`config.mk`:
```
export PLATFORM = sky130hd
export DESIGN_NAME = pwm_multich_gen_flat
export DESIGN_NICKNAME = d
export VERILOG_FILES = /design/src/rtl/pwm_multich_gen_if.sv /design/src/rtl/pwm_multich_gen.sv /design/src/flat_wrapper.sv
export SDC_FILE = /design/constraint.sdc
export NUM_CORES = 1
export LEC_CHECK = 0
export CORE_MARGIN = 8
export CORE_UTILIZATION = 62
export DETAILED_ROUTE_END_ITERATION = 7
export PLACE_DENSITY = 0.91
export SLEW_MARGIN = 25
export SYNTH_ARGS = -nofsm -noshare
export SYNTH_HDL_FRONTEND = slang
export SYNTH_SLANG_ARGS = --single-unit
```
`constraint.sdc`:
```
create_clock -name clk -period 5.2 [get_ports clk]
set_clock_uncertainty 0.15 [all_clocks]
set_input_delay 1.04 -clock clk [delete_from_list [all_inputs] [get_ports clk]]
set_output_delay 1.04 -clock clk [all_outputs]
set_load 0.05 [all_outputs]
```
`src/rtl/pwm_multich_gen_if.sv`:
```
// Control and status bundle between the config logic and pwm_multich_gen.
// The master drives the run controls and new settings; the slave returns the pad-side outputs.
interface pwm_multich_gen_if #(
  parameter int CHANNELS = 3,
  parameter int RES      = 8,
  parameter int PRESC_W  = 16
);
  logic                     ena;
  logic [PRESC_W-1:0]       prescale;
  logic [RES-1:0]           period_in;
  logic [CHANNELS*RES-1:0]  duty_in;
  logic                     mode_in;
  logic                     load;
  logic [CHANNELS-1:0]      pwm_out;
  logic                     period_start;
  logic                     load_pending;

  modport master (
    output ena, prescale, period_in, duty_in, mode_in, load,
    input  pwm_out, period_start, load_pending
  );

  modport slave (
    input  ena, prescale, period_in, duty_in, mode_in, load,
    output pwm_out, period_start, load_pending
  );
endinterface

```
`src/rtl/pwm_multich_gen.sv`:
```
// Multi-channel PWM generator: a shared prescaler and period counter drive CHANNELS compare outputs,
// with settings double-buffered in a shadow copy and applied only on a period boundary.
//
// dir state | meaning
// DIR_UP    | counter incrementing (edge mode always, center mode rising half)
// DIR_DN    | center mode falling half, counting back toward 0
module pwm_multich_gen #(
  parameter int                    CHANNELS   = 3,
  parameter int                    RES        = 8,
  parameter int                    PRESC_W    = 16,
  parameter logic [RES-1:0]        PERIOD_RST = 8'd255,
  parameter logic [CHANNELS-1:0]   POLARITY   = 3'b000
) (
  input  logic                clk,
  input  logic                rst_n,
  pwm_multich_gen_if.slave    bus
);

  localparam logic [0:0] DIR_UP = 1'b0;
  localparam logic [0:0] DIR_DN = 1'b1;

  logic [PRESC_W-1:0]       psc_q, psc_d;
  logic [RES-1:0]           cnt_q, cnt_d, cnt_nxt;
  logic [0:0]               dir_q, dir_d, dir_nxt;
  logic [RES-1:0]           per_q, per_d, per_sh_q, per_sh_d;
  logic [CHANNELS*RES-1:0]  duty_q, duty_d, duty_sh_q, duty_sh_d;
  logic                     mode_q, mode_d, mode_sh_q, mode_sh_d;
  logic                     pend_q, pend_d;
  logic [CHANNELS-1:0]      pwm_q, pwm_d;
  logic                     ps_q, ps_d;
  logic                     psc_wrap, tick, boundary;

  // Compare is >= so a prescale reduced below the running count still wraps on the next step.
  always_comb begin
    psc_wrap = (psc_q >= bus.prescale);
    tick     = bus.ena & psc_wrap;
    psc_d    = psc_q;
    if (bus.ena) begin
      psc_d = psc_wrap ? '0 : psc_q + 1'b1;
    end
  end

  always_comb begin
    cnt_nxt = cnt_q;
    dir_nxt = dir_q;
    if (!mode_q) begin
      cnt_nxt = (cnt_q >= per_q) ? '0 : cnt_q + 1'b1;
      dir_nxt = DIR_UP;
    end else if (dir_q == DIR_UP) begin
      if (cnt_q >= per_q) begin
        cnt_nxt = (per_q == '0) ? '0 : cnt_q - 1'b1;
        dir_nxt = DIR_DN;
      end else begin
        cnt_nxt = cnt_q + 1'b1;
      end
    end else begin
      cnt_nxt = cnt_q - 1'b1;
    end
    if (cnt_nxt == '0) begin
      dir_nxt = DIR_UP;
    end
    boundary = tick & (cnt_nxt == '0);
  end

  // A load landing on the boundary bypasses the shadow so it never shows as pending.
  always_comb begin
    per_sh_d  = per_sh_q;
    duty_sh_d = duty_sh_q;
    mode_sh_d = mode_sh_q;
    per_d     = per_q;
    duty_d    = duty_q;
    mode_d    = mode_q;
    pend_d    = pend_q;
    cnt_d     = cnt_q;
    dir_d     = dir_q;
    if (bus.load) begin
      per_sh_d  = bus.period_in;
      duty_sh_d = bus.duty_in;
      mode_sh_d = bus.mode_in;
      pend_d    = 1'b1;
    end
    if (tick) begin
      cnt_d = cnt_nxt;
      dir_d = dir_nxt;
    end
    if (boundary) begin
      pend_d = 1'b0;
      if (bus.load) begin
        per_d  = bus.period_in;
        duty_d = bus.duty_in;
        mode_d = bus.mode_in;
      end else if (pend_q) begin
        per_d  = per_sh_q;
        duty_d = duty_sh_q;
        mode_d = mode_sh_q;
      end
    end
    ps_d = boundary;
  end

  always_comb begin
    pwm_d = POLARITY;
    for (int i = 0; i < CHANNELS; i++) begin
      if (bus.ena) begin
        pwm_d[i] = (cnt_q < duty_q[i*RES +: RES]) ^ POLARITY[i];
      end
    end
  end

  always_ff @(posedge clk or negedge rst_n) begin
    if (!rst_n) begin
      psc_q     <= '0;
      cnt_q     <= '0;
      dir_q     <= DIR_UP;
      per_q     <= PERIOD_RST;
      per_sh_q  <= PERIOD_RST;
      duty_q    <= '0;
      duty_sh_q <= '0;
      mode_q    <= 1'b0;
      mode_sh_q <= 1'b0;
      pend_q    <= 1'b0;
      pwm_q     <= POLARITY;
      ps_q      <= 1'b0;
    end else begin
      psc_q     <= psc_d;
      cnt_q     <= cnt_d;
      dir_q     <= dir_d;
      per_q     <= per_d;
      per_sh_q  <= per_sh_d;
      duty_q    <= duty_d;
      duty_sh_q <= duty_sh_d;
      mode_q    <= mode_d;
      mode_sh_q <= mode_sh_d;
      pend_q    <= pend_d;
      pwm_q     <= pwm_d;
      ps_q      <= ps_d;
    end
  end

  assign bus.pwm_out      = pwm_q;
  assign bus.period_start = ps_q;
  assign bus.load_pending = pend_q;

endmodule

```
`src/flat_wrapper.sv`:
```
// flat-port wrapper written by rule: the top's interface ports become plain ports
module pwm_multich_gen_flat 
#(
  parameter int                    CHANNELS   = 3,
  parameter int                    RES        = 8,
  parameter int                    PRESC_W    = 16,
  parameter logic [RES-1:0]        PERIOD_RST = 8'd255,
  parameter logic [CHANNELS-1:0]   POLARITY   = 3'b000
)
  (clk, rst_n, bus_ena, bus_prescale, bus_period_in, bus_duty_in, bus_mode_in, bus_load, bus_pwm_out, bus_period_start, bus_load_pending);
  pwm_multich_gen_if #(.CHANNELS(CHANNELS), .RES(RES), .PRESC_W(PRESC_W)) bus_i ();
  input  logic clk;
  input  logic rst_n;
  input wire logic [$bits(bus_i.ena)-1:0] bus_ena;
  input wire logic [$bits(bus_i.prescale)-1:0] bus_prescale;
  input wire logic [$bits(bus_i.period_in)-1:0] bus_period_in;
  input wire logic [$bits(bus_i.duty_in)-1:0] bus_duty_in;
  input wire logic [$bits(bus_i.mode_in)-1:0] bus_mode_in;
  input wire logic [$bits(bus_i.load)-1:0] bus_load;
  output wire logic [$bits(bus_i.pwm_out)-1:0] bus_pwm_out;
  output wire logic [$bits(bus_i.period_start)-1:0] bus_period_start;
  output wire logic [$bits(bus_i.load_pending)-1:0] bus_load_pending;
  assign bus_i.ena = bus_ena;
  assign bus_i.prescale = bus_prescale;
  assign bus_i.period_in = bus_period_in;
  assign bus_i.duty_in = bus_duty_in;
  assign bus_i.mode_in = bus_mode_in;
  assign bus_i.load = bus_load;
  assign bus_pwm_out = bus_i.pwm_out;
  assign bus_period_start = bus_i.period_start;
  assign bus_load_pending = bus_i.load_pending;
  pwm_multich_gen #(.CHANNELS(CHANNELS), .RES(RES), .PRESC_W(PRESC_W), .PERIOD_RST(PERIOD_RST), .POLARITY(POLARITY)) u_core (.clk(clk), .rst_n(rst_n), .bus(bus_i));
endmodule
```
==> impl_metrics.env <==
export IMPL_status="completed"
export IMPL_syn_inst=477
export IMPL_crit_path_start_kind="input port"
export IMPL_yosysUniqueCellTypes=52
export IMPL_setup_viol=0
export IMPL_die_h_um=109.7
export IMPL_power_density_mw_per_mm2=251.9
export IMPL_cts_tree="yes"
export IMPL_synth_xor_area_share_pct=2.734
export IMPL_cp_slowest_cell="clkdlybuf4s50_1"
export IMPL_report_final_slew_viol_count=0
export IMPL_cts_path_max_buffers=2
export IMPL_period_share_pct=76.05
export IMPL_ios=58
export IMPL_portBuffers=57
export IMPL_grt_pass1_wl_um=19220
export IMPL_placed_area_sq_mm=0.006062
export IMPL_synth_top_family_by_area="multiplexers"
export IMPL_drtIter0Drc=201
export IMPL_met3_length_um=588
export IMPL_first_pass_iters=4
export IMPL_synth_fa_ha_area_share_pct=11.03
export IMPL_vias_per_cell=5.845
export IMPL_overflow=0
export IMPL_postCtsResizedCells=0
export IMPL_die_area_sq_mm=0.01204
export IMPL_final_setup_tns_ns=0
export IMPL_fin_nets=633
export IMPL_fmax_mhz=252.9
export IMPL_timing_critical_path_required_ns=5.30
export IMPL_initial_core_util_pct=63.07
export IMPL_ys_flop_type="dfrtp_1"
export IMPL_synthTopCellsByCount="80 x dfrtp_1, 50 x inv_1, 48 x ha_1, 36 x mux2_2, 30 x mux2_4"
export IMPL_grt_max_degree=57
export IMPL_holdBufCountCts=0
export IMPL_hpwl_um=8352
export IMPL_antenna_cells=0
export IMPL_cp_startpoint="bus_prescale[9]"
export IMPL_die_x_um=109.7
export IMPL_path_class="in -> reg"
export IMPL_postRouteAntennaNets=0
export IMPL_clock_sinks=96
export IMPL_vdd_drop_max_mv=0.1643
export IMPL_cts_buffers=9
export IMPL_synthMuxAreaShare_pct=15.90
export IMPL_hp_class="reg -> reg"
export IMPL_end_kind="register"
export IMPL_synth_enable_flop_cells=0
export IMPL_ys_top_cells_by_area="dfrtp_1 37%, ha_1 11%, mux2_4 8.3%"
export IMPL_wl_met1_um=4688
export IMPL_drc_errors=0
export IMPL_rsz0062_at_grt="false"
export IMPL_maxCapViolCount=0
export IMPL_ys_ff_latch=96
export IMPL_worstRegToRegCells=10
export IMPL_cpLargestDelayFamily="compound AO/OA/AOI/OAI gates"
export IMPL_wl_met2_um=5656
export IMPL_path_buf_inv=3
export IMPL_cts_root_buf="clkbuf_8"
export IMPL_synth_warnings=0
export IMPL_synth_most_common_cell="dfrtp_1"
export IMPL_tightestPinTransition_ns=0.6712
export IMPL_slowest_delay_ns=0.45
export IMPL_antenna_found_initial=0
export IMPL_synth_top_area_cell="dfrtp_1"
export IMPL_synthSimpleGateAreaFrac_pct=8.936
export IMPL_routabilityCongestion=0.8826
export IMPL_cts_clk_slew_worst_paths_ns=0.10
export IMPL_synth_async_reset_ratio_pct=100.0
export IMPL_crit_cells=12
export IMPL_grt_pass1_vias=4041
export IMPL_yosysSeqAreaShare_pct=44.48
export IMPL_rows=34
export IMPL_timing_rr_start="u_core.cnt_q[2]$_DFFE_PN0P_"
export IMPL_synth_compound_area_share_pct=11.07
export IMPL_routed_wl_um=11350
export IMPL_core_area_sq_mm=0.008636
export IMPL_drive_gt1_share_pct=20.48
export IMPL_leakagePower_nw=2.830
export IMPL_synthesis_nets=578
export IMPL_top_layer="met4"
export IMPL_cts_setup_buffers=0
export IMPL_period_needed_ns=3.955
export IMPL_insertion_delay_ns=0.36
export IMPL_stdcell_area_sq_mm=0.006260
export IMPL_area_growth_pct=14.93
export IMPL_relSlewSlack_pct=55.25
export IMPL_cp_arrival_ns=4.05
export IMPL_crit_path_end="u_core.duty_q[22]$_DFFE_PN0P_"
export IMPL_synth_top_area_share_pct=36.76
export IMPL_crit_path_max_fanout=30
export IMPL_wl_per_cell_um=17.59
export IMPL_htreeDepth=3
export IMPL_crit_chain="clkdlybuf4s50_1 > inv_1 > ha_1 > o21a_1 > o21ai_1 > a2111o_1 > a221oi_4 > o221ai_2 > nor2_1 > and4b_2 > buf_12 > mux2_2"
export IMPL_hold_violations=0
export IMPL_avgSynthCellArea_sq_um=11.42
export IMPL_reg2reg_setup_slack_ns=1.35
export IMPL_vias=3770
export IMPL_syn_cell_area_sq_mm=0.005446
export IMPL_r2r_end="u_core.duty_q[22]$_DFFE_PN0P_"
export IMPL_track_usage_pct=20.21
==> power by group <==
part	switching, W	leakage (nW)	internal [W]	total, W
logic	0.000117	1.53	0.000128	0.000245
registers	0.0000424	1.20	0.000804	0.000847
clock network	0.000285	0.103	0.000201	0.000485
==> cells in the final DEF (no fill, tap or decap), drive strengths merged, types with 13 or more instances in the layout <==
| cell | count |
|---|---|
| inv | 54 |
| xor2 | 13 |
| dfstp | 16 |
| mux2 | 66 |
| dfrtp | 80 |
| ha | 48 |
| nand3 | 15 |
| o21ai | 18 |
| nand2 | 23 |
| nor2 | 27 |
| clkdlybuf4s50 | 56 |
| a21o | 22 |
==> worst register-to-register path: stages (launching register included) <==
cell	delay (ns)
dfrtp_1	0.73
ha_1	0.35
or3_1	0.34
a21oi_1	0.13
o31a_1	0.37
a21o_2	0.31
nor2_1	0.09
nor3_2	0.25
and4b_2	0.38
buf_12	0.27
mux2_2	0.38
==> final cells by class <==
class                      count  area [sq um]
clock buffer                  10         137.6
timing repair buffer          61         610.6
tap                          108         135.1
inverter                      50         187.7
sequential                    96          2422
multi-input combinational    314          2706
clock inverter                 6         60.06
fill                         578          2376
==> kinds of logic after synthesis <==
logic type	after synthesis
AOI/OAI and AO/OA	83
xor gates and xnor gates	17
adders and majority gates	48
buffers and inverters	67
DFF	96
muxes	67
and+or+nand+nor	99
==> stage by stage <==
stage,util (%),worst slack (ns),power (W),instances,hold WS [ns]
5_1_grt,72.49,1.131,0.001652,645,0.3737
3_5_place_dp,70.20,0.8549,0.001108,629,0.3343
4_1_cts,72.49,1.244,0.001591,645,0.3579
6_report,72.49,1.245,0.001577,645,0.3539
2_1_floorplan,-,1.557,0.001001,477,0.3181
3_3_place_gp,70.20,0.9758,0.001086,629,0.3339
==> worst min-delay path by stage <==
stage / from / endpoint / depth (start not counted)
finish: u_core.duty_sh_q[21]$_DFFE_PN0P_ / u_core.duty_sh_q[21]$_DFFE_PN0P_ / 1
global route: u_core.duty_sh_q[9]$_DFFE_PN0P_ / u_core.duty_sh_q[9]$_DFFE_PN0P_ / 1
CTS: u_core.duty_sh_q[21]$_DFFE_PN0P_ / u_core.duty_sh_q[21]$_DFFE_PN0P_ / 1
detailed placement: u_core.duty_sh_q[21]$_DFFE_PN0P_ / u_core.duty_sh_q[21]$_DFFE_PN0P_ / 1
global placement: u_core.duty_sh_q[20]$_DFFE_PN0P_ / u_core.duty_sh_q[20]$_DFFE_PN0P_ / 1
floorplan: u_core.duty_sh_q[20]$_DFFE_PN0P_ / u_core.duty_sh_q[20]$_DFFE_PN0P_ / 1
==> sequential cells by signal (all words and copies together) (netlist names), 3 cells and up <==
name,flops
u_core.duty_sh_q,24
u_core.per_sh_q,8
u_core.per_q,8
u_core.psc_q,16
u_core.cnt_q,8
u_core.bus.pwm_out,3
u_core.duty_q,24
==> layer usage <==
layer / up-vias / track usage (%)
li1: 1778 / -
met1: 1858 / 23.82
met2: 101 / 34.45
met3: 33 / 4.689
met4: 0 / 9.065
met5: - / 0
Note: power is estimated with default switching activity, not from simulation.
